**src/rtl/sdp_mrdma_cq_arb.sv**
```systemverilog
// rtl/sdp_mrdma_cq_arb.sv - round-robin arbiter of two MRDMA context requesters into the shared cq, with outstanding-entry limiting
module sdp_mrdma_cq_arb (
    input  logic        nvdla_core_clk_mgated,
    input  logic        nvdla_core_rstn,
    input  logic        req0_pvld,
    output logic        req0_prdy,
    input  logic [12:0] req0_pd,
    input  logic        req1_pvld,
    output logic        req1_prdy,
    input  logic [12:0] req1_pd,
    output logic        ig2cq_pvld,
    input  logic        ig2cq_prdy,
    output logic [13:0] ig2cq_pd,
    input  logic        cq_pop,
    input  logic        cfg_enable,
    input  logic [7:0]  cfg_limit,
    output logic [7:0]  outstanding,
    output logic        pop_underflow,
    output logic        arb_idle
);

    localparam logic [7:0] CQ_DEPTH = 8'd128;

    logic        out_vld_q;
    logic [13:0] out_pd_q;
    logic [7:0]  outstanding_q;
    logic [7:0]  outstanding_d;
    logic        last_grant_q;
    logic        pop_underflow_q;
    logic        pop_underflow_d;
    logic        arb_idle_q;

    logic [7:0]  eff_limit;
    logic        stage_free;
    logic        can_grant;
    logic        gnt0;
    logic        gnt1;
    logic        gnt;
    logic [13:0] gnt_pd;
    logic        pop_dec;

    // Grant decision: limit clamp, free output stage, round-robin between requesters
    always_comb begin
        eff_limit  = ((cfg_limit == 8'd0) || (cfg_limit > CQ_DEPTH)) ? CQ_DEPTH : cfg_limit;
        stage_free = !out_vld_q || ig2cq_prdy;
        can_grant  = cfg_enable && stage_free && (outstanding_q < eff_limit);
        // last_grant=1 favours requester 0 on a tie, last_grant=0 favours requester 1
        gnt0       = can_grant && req0_pvld && (!req1_pvld || last_grant_q);
        gnt1       = can_grant && req1_pvld && (!req0_pvld || !last_grant_q);
        gnt        = gnt0 || gnt1;
        gnt_pd     = gnt1 ? {1'b1, req1_pd} : {1'b0, req0_pd};
    end

    // Outstanding count and underflow flag next state; a pop with nothing outstanding is never counted
    always_comb begin
        pop_dec         = cq_pop && (outstanding_q != 8'd0);
        outstanding_d   = outstanding_q;
        pop_underflow_d = pop_underflow_q || (cq_pop && (outstanding_q == 8'd0));
        case ({gnt, pop_dec})
            2'b10:   outstanding_d = outstanding_q + 8'd1;
            2'b01:   outstanding_d = outstanding_q - 8'd1;
            default: outstanding_d = outstanding_q;
        endcase
    end

    // Output register: reloads whenever the stage is free, clearing vld when nothing is granted
    always_ff @(posedge nvdla_core_clk_mgated or negedge nvdla_core_rstn) begin
        if (!nvdla_core_rstn) begin
            out_vld_q <= 1'b0;
            out_pd_q  <= 14'd0;
        end else if (stage_free) begin
            out_vld_q <= gnt;
            if (gnt) begin
                out_pd_q <= gnt_pd;
            end
        end
    end

    // Round-robin pointer moves only on a grant
    always_ff @(posedge nvdla_core_clk_mgated or negedge nvdla_core_rstn) begin
        if (!nvdla_core_rstn) begin
            last_grant_q <= 1'b1;
        end else if (gnt) begin
            last_grant_q <= gnt1;
        end
    end

    // Outstanding counter, sticky underflow and registered idle status
    always_ff @(posedge nvdla_core_clk_mgated or negedge nvdla_core_rstn) begin
        if (!nvdla_core_rstn) begin
            outstanding_q   <= 8'd0;
            pop_underflow_q <= 1'b0;
            arb_idle_q      <= 1'b1;
        end else begin
            outstanding_q   <= outstanding_d;
            pop_underflow_q <= pop_underflow_d;
            arb_idle_q      <= (outstanding_q == 8'd0) && !out_vld_q;
        end
    end

    // Ready is forced low while reset is asserted since grant logic is combinational
    assign req0_prdy     = gnt0 && nvdla_core_rstn;
    assign req1_prdy     = gnt1 && nvdla_core_rstn;
    assign ig2cq_pvld    = out_vld_q;
    assign ig2cq_pd      = out_pd_q;
    assign outstanding   = outstanding_q;
    assign pop_underflow = pop_underflow_q;
    assign arb_idle      = arb_idle_q;

endmodule

```
**config.mk**
```make
export PLATFORM = sky130hd
export DESIGN_NAME = sdp_mrdma_cq_arb
export DESIGN_NICKNAME = d
export VERILOG_FILES = /design/src/rtl/sdp_mrdma_cq_arb.sv
export SDC_FILE = /design/constraint.sdc
export NUM_CORES = 1
export LEC_CHECK = 0
export BUFFER_PORTS_ARGS = -buffer_cell sky130_fd_sc_hd__clkbuf_2
export CAP_MARGIN = 40
export CORE_ASPECT_RATIO = 1.4
export CORE_MARGIN = 2
export CORE_UTILIZATION = 30
export DETAILED_ROUTE_END_ITERATION = 12
export HOLD_SLACK_MARGIN = 0.1
export PLACE_DENSITY_LB_ADDON = 0.1
export SYNTH_ARGS = -nofsm -noshare
export SYNTH_HDL_FRONTEND = slang
export SYNTH_SLANG_ARGS = --single-unit
```
**constraint.sdc**
```tcl
create_clock -name nvdla_core_clk_mgated -period 7.75 [get_ports nvdla_core_clk_mgated]
set_clock_uncertainty 0.1 [all_clocks]
set_input_delay 0.3875 -clock nvdla_core_clk_mgated [delete_from_list [all_inputs] [get_ports nvdla_core_clk_mgated]]
set_output_delay 0.3875 -clock nvdla_core_clk_mgated [all_outputs]
set_load 0.03 [all_outputs]
```
After elaboration in Yosys (flattened, before gate mapping)
Index checks and enable logic that the tools add are counted.

Flip-flop bits (word level): 26. Input bits: 41. Output and inout bits: 27. Logic and storage cells: 41.

Add/sub/neg operators: 2. Magnitude comparators: 2. Eq/ne operators: 2. Muxes and demuxes: 3. Reductions and logical operators: 26.

Operators with widths (count): zero test 8 bit (2); case mux 8 bit (2 select lines) (1); two-way mux 14 bit (1); logical AND 1 bit (11); adder 8 x 1 -> 8 bit (second input constant) (1); greater-than comparator 8 bit (second input constant) (1); less-than comparator 8 bit (1); two-way mux 8 bit (1); nonzero test 8 bit (1); subtractor 8 x 1 -> 8 bit (second input constant) (1); logical OR 1 bit (6); zero test 1 bit (4); == test 2 x 1 -> 1 bit (second input constant) (1); == test 2 bit (second input constant) (1); AND reduction 2 bit (1); nonzero test 2 bit (1).

Depth between registers and ports, before layout
Depth in word-level cells: 10. Gate-level depth with buffers: 17. Gate-level depth less buffers: 16.

Least setup slack after synthesis
OpenSTA, ideal clock, no wires.

Path type: flip-flop to flip-flop. Start: register outstanding_q[5] (netlist: outstanding[5]). End: register outstanding_q[6] (netlist: outstanding[6]). Setup time: 0.095 ns. Arrival: 3.429 ns. Data required time: 7.555 ns. Setup slack: 4.125 ns. Cell stages (with the launch flop): 15. Buffers on the path: 1. Period minus slack after synthesis: 3.625 ns. Cells stage by stage: dfrtp_1 > ha_1 > a211oi_1 > o2111ai_1 > a21oi_4 > o21a_4 > buf_8 > inv_1 > ha_1 > ha_1 > nor2b_1 > o31a_1 > o21a_1 > o21a_1 > o31ai_1.

Cells in the longest elaborated chain, start to end: 7. Elaborated cells between the ends (all ways): 15. Classes of those cells: add/sub: 2; order compare: 1; eq/ne: 2; mux: 1; reduce/logical: 9.

RTL lines: start, declared (line 26) `logic [7:0] outstanding_q;`; start signal, assigned (line 95) `outstanding_q <= outstanding_d;`; less-than comparator 8 bit (line 46) `can_grant = cfg_enable && stage_free && (outstanding_q < eff_limit);`; logical AND 1 bit (line 46); logical AND 1 bit, on equally long branches (2 in a row) (line 48, 49); logical OR 1 bit (line 50) `gnt = gnt0 || gnt1;`; == test 2 x 1 -> 1 bit or == test 2 bit (tied branches) (line 59) `case ({gnt, pop_dec})`; case mux 8 bit (2 select lines) or nonzero test 2 bit (tied branches).

Several ways; a longest one is shown, not always the timed one. A chain may end at the register's enable or synchronous reset.

Worst setup path after layout
Same ends and word-level chain as after synthesis.

==> impl_metrics.tcl <==
set metrics [dict create \
    status "finished clean" \
    die_y_um 93.7 \
    synth_seq_cells 26 \
    grt_pass1_vias 1569 \
    final_util 0.399 \
    final_antenna_net_count 0 \
    timing.final.hold_violations 0 \
    clkPwrFrac 0.120 \
    layout_commonest_cell "clkbuf_2" \
    cap_violations 0 \
    ir_worst_vdd_v 0.000201 \
    fillers 594 \
    yosysUniqueCellTypes 39 \
    yosysWarnings 0 \
    ys.flop_type "dfrtp_1" \
    p_comb_frac 0.593 \
    cts_sinks 26 \
    track_usage 0.149 \
    antenna_cells 0 \
    mostFrequentLayoutCells "67 x clkbuf_2, 24 x dfrtp_1, 22 x o21ai_0, 14 x nand3b_1, 14 x ha_1" \
    async_reset_ff_frac 1.00 \
    grt_pass1_wl_um 7240 \
    ys_seq_area_frac 0.379 \
    grt-ovfl-total 0 \
    synth_fp_nets 224 \
    insertion_delay_ns 0.27 \
    cts_resized 0 \
    vias_per_cell 5.02 \
    fmax_mhz 243 \
    slew_headroom 0.534 \
    start_util 0.312 \
    syn_area_um2 1730 \
    worstReg2RegEnd "outstanding[6]$_DFFE_PN0P_" \
    holdWs_ns 0.210 \
    fin_ws_ns 3.64 \
    slew_violations 0 \
    leakage_nw 1.01 \
    critPathKind "reg -> reg" \
    cts_buffers 3 \
    die_w_um 68.1 \
    path_cells "ha_1, a211oi_1, o2111ai_1, a21oi_4, o21a_4, inv_1, ha_1, ha_1, nor2b_1, o31a_1, o21a_1, o21a_1, o31ai_1" \
    period_share 0.530 \
    avgSynthCellArea_um2 10.3 \
    initialDrtViolationCount 64 \
    ff2ff_path_depth 13 \
    r2r-start "outstanding[5]$_DFFE_PN0P_" \
    drive_above_1_share 0.376 \
    power_switching_w 0.000452 \
    start_kind "register" \
    required_ns 7.84 \
    period_needed_ns 4.11 \
    wl_per_cell_um 15.1 \
    synth_edf_count 0 \
    coreArea_um2 5530 \
    grt_max_degree 28 \
    tns_ns 0 \
    rrSetupSlack_ns 3.64 \
    antenna_found_initial 0 \
    cts-root-buf "clkbuf_8" \
    clock_path_buffers 2 \
    hold_depth 2 \
    p_seq_frac 0.287 \
    layout.nets 291 \
    slowest_stage "a21oi_4" \
    gp_congestion 0.726 \
    p_int_w 0.000496 \
    place_inst 297 \
    drt-total-wl_um 4550 \
    dr.pass1.iters 4 \
    slowest_delay_ns 0.54 \
    cp.arrival_ns 4.19 \
    ios 68 \
    syn_inst 168 \
    worst_pin_slew_ns 0.699 \
    area_delta_synth_final_pct 27.6 \
    vias 1515 \
    hp-class "in -> reg" \
    worstSetupStartpoint "outstanding[5]$_DFFE_PN0P_" \
    cts.clk_slew.worst_paths_ns 0.09 \
    grt_setup_unrepaired "false" \
    rows 32 \
    instances_no_fill 302 \
    drcViolationCount 0 \
    cp_common_cell "ha_1" \
    cts_tree "built" \
    setup_viol 0 \
    critPathCaptureType "register" \
    htree_levels 1 \
    portBuffers 67 \
    power_density_nw_per_um2 430 \
    dp_hpwl_um 3580 \
    dieArea_um2 6380 \
    place_ws_ns 3.38 \
    crit_path_max_fanout 19 \
    endpoint "outstanding[6]$_DFFE_PN0P_" \
    swShare 0.477 \
]
[worst min path at each step]
stage,from,slack (ns),endpoint
after detailed placement,ig2cq_pvld$_DFFE_PN0N_,0.32,arb_idle$_DFF_PN1_
after CTS,req0_pvld,0.21,last_grant_q$_DFFE_PN1P_
after global placement,ig2cq_pvld$_DFFE_PN0N_,0.32,arb_idle$_DFF_PN1_
final,req0_pvld,0.21,last_grant_q$_DFFE_PN1P_
after global routing,req0_pvld,0.21,last_grant_q$_DFFE_PN1P_
after floorplan,nvdla_core_rstn,-0.008,ig2cq_pd[0]$_DFFE_PN0P_
[area by class of cell]
cell class / count / area, um^2 / area share
Clock buffer: 3 / 41.3 / 0.0188
Timing Repair Buffer: 69 / 360 / 0.164
Tap cell: 68 / 85.1 / 0.0386
Sequential cell: 26 / 653 / 0.297
Inverter: 7 / 26.3 / 0.0119
Multi-Input combinational cell: 128 / 1010 / 0.457
Clock inverter: 1 / 30.0 / 0.0136
[flip-flops by register name (all words and copies together), names as in the netlist]
signal / count
last_grant_q: 1
arb_idle: 1
ig2cq_pvld: 1
outstanding: 8
pop_underflow: 1
ig2cq_pd: 14
[cells by family after synthesis]
group	after synthesis	synth area share
buffers and inverters	14	0.0384
AOI/OAI and AO/OA	63	0.284
xor gates and xnor gates	5	0.0254
adders and majority gates	15	0.113
and+or+nand+nor	45	0.160
DFF	26	0.379
[power groups by stage]
stage / combinational (W) / clock, W / sequential (W)
after floorplan: 0.000309 / 0 / 0.000381
after CTS: 0.000571 / 0.000119 / 0.000274
after detailed placement: 0.000568 / 0 / 0.000278
after global placement: 0.000564 / 0 / 0.000277
after global routing: 0.000624 / 0.000123 / 0.000282
final: 0.000562 / 0.000113 / 0.000272
[critical path: cells and delay by family (launching register included)]
| family | cells | cell delay, ns |
|---|---|---|
| compound gates | 8 | 2.17 |
| fa+ha+maj | 3 | 1.03 |
| flops | 1 | 0.45 |
| simple gates | 1 | 0.16 |
| buf+inv | 1 | 0.09 |
[layer usage]
metal,vias up,share of wire,GRT usage
met5,-,0,0
met4,0,0.023,0.0550
met3,9,0.050,0.0216
met2,47,0.49,0.256
met1,698,0.43,0.182
li1,761,-,-
[per-stage QoR]
step | power, W | area, um^2
5_1_grt | 0.00103 | 2200
3_3_place_gp | 0.000841 | 2110
4_1_cts | 0.000965 | 2200
3_5_place_dp | 0.000846 | 2120
2_1_floorplan | 0.000690 | 1730
6_report | 0.000948 | 2200
[cells in the mapped netlist (all sizes together), types with 2 or more instances]
| cell | n | area, um^2 |
|---|---|---|
| o21a | 4 | 37.5 |
| nor3 | 4 | 20.0 |
| nand2b | 7 | 43.8 |
| xor2 | 3 | 26.3 |
| xnor2 | 2 | 17.5 |
| clkbuf | 4 | 15.0 |
| nor2 | 3 | 11.3 |
| nor4 | 4 | 25.0 |
| a21oi | 8 | 51.3 |
| a2bb2oi | 13 | 170 |
| nand3b | 14 | 105 |
| a21o | 3 | 22.5 |
| dfstp | 2 | 52.6 |
| o21bai | 2 | 15.0 |
| buf | 3 | 25.0 |
| inv | 7 | 26.3 |
| o21ai | 24 | 124 |
| nand2 | 8 | 30.0 |
| dfrtp | 24 | 601 |
| a211oi | 3 | 22.5 |
| ha | 14 | 175 |
[what timing repair did]
action	in CTS	in global routing
setup buffers	0	0
hold buffers	1	0
setup endpoints to repair	0	0
hold endpoints to repair	24	0
No activity file was read; power rests on OpenSTA's default activity.
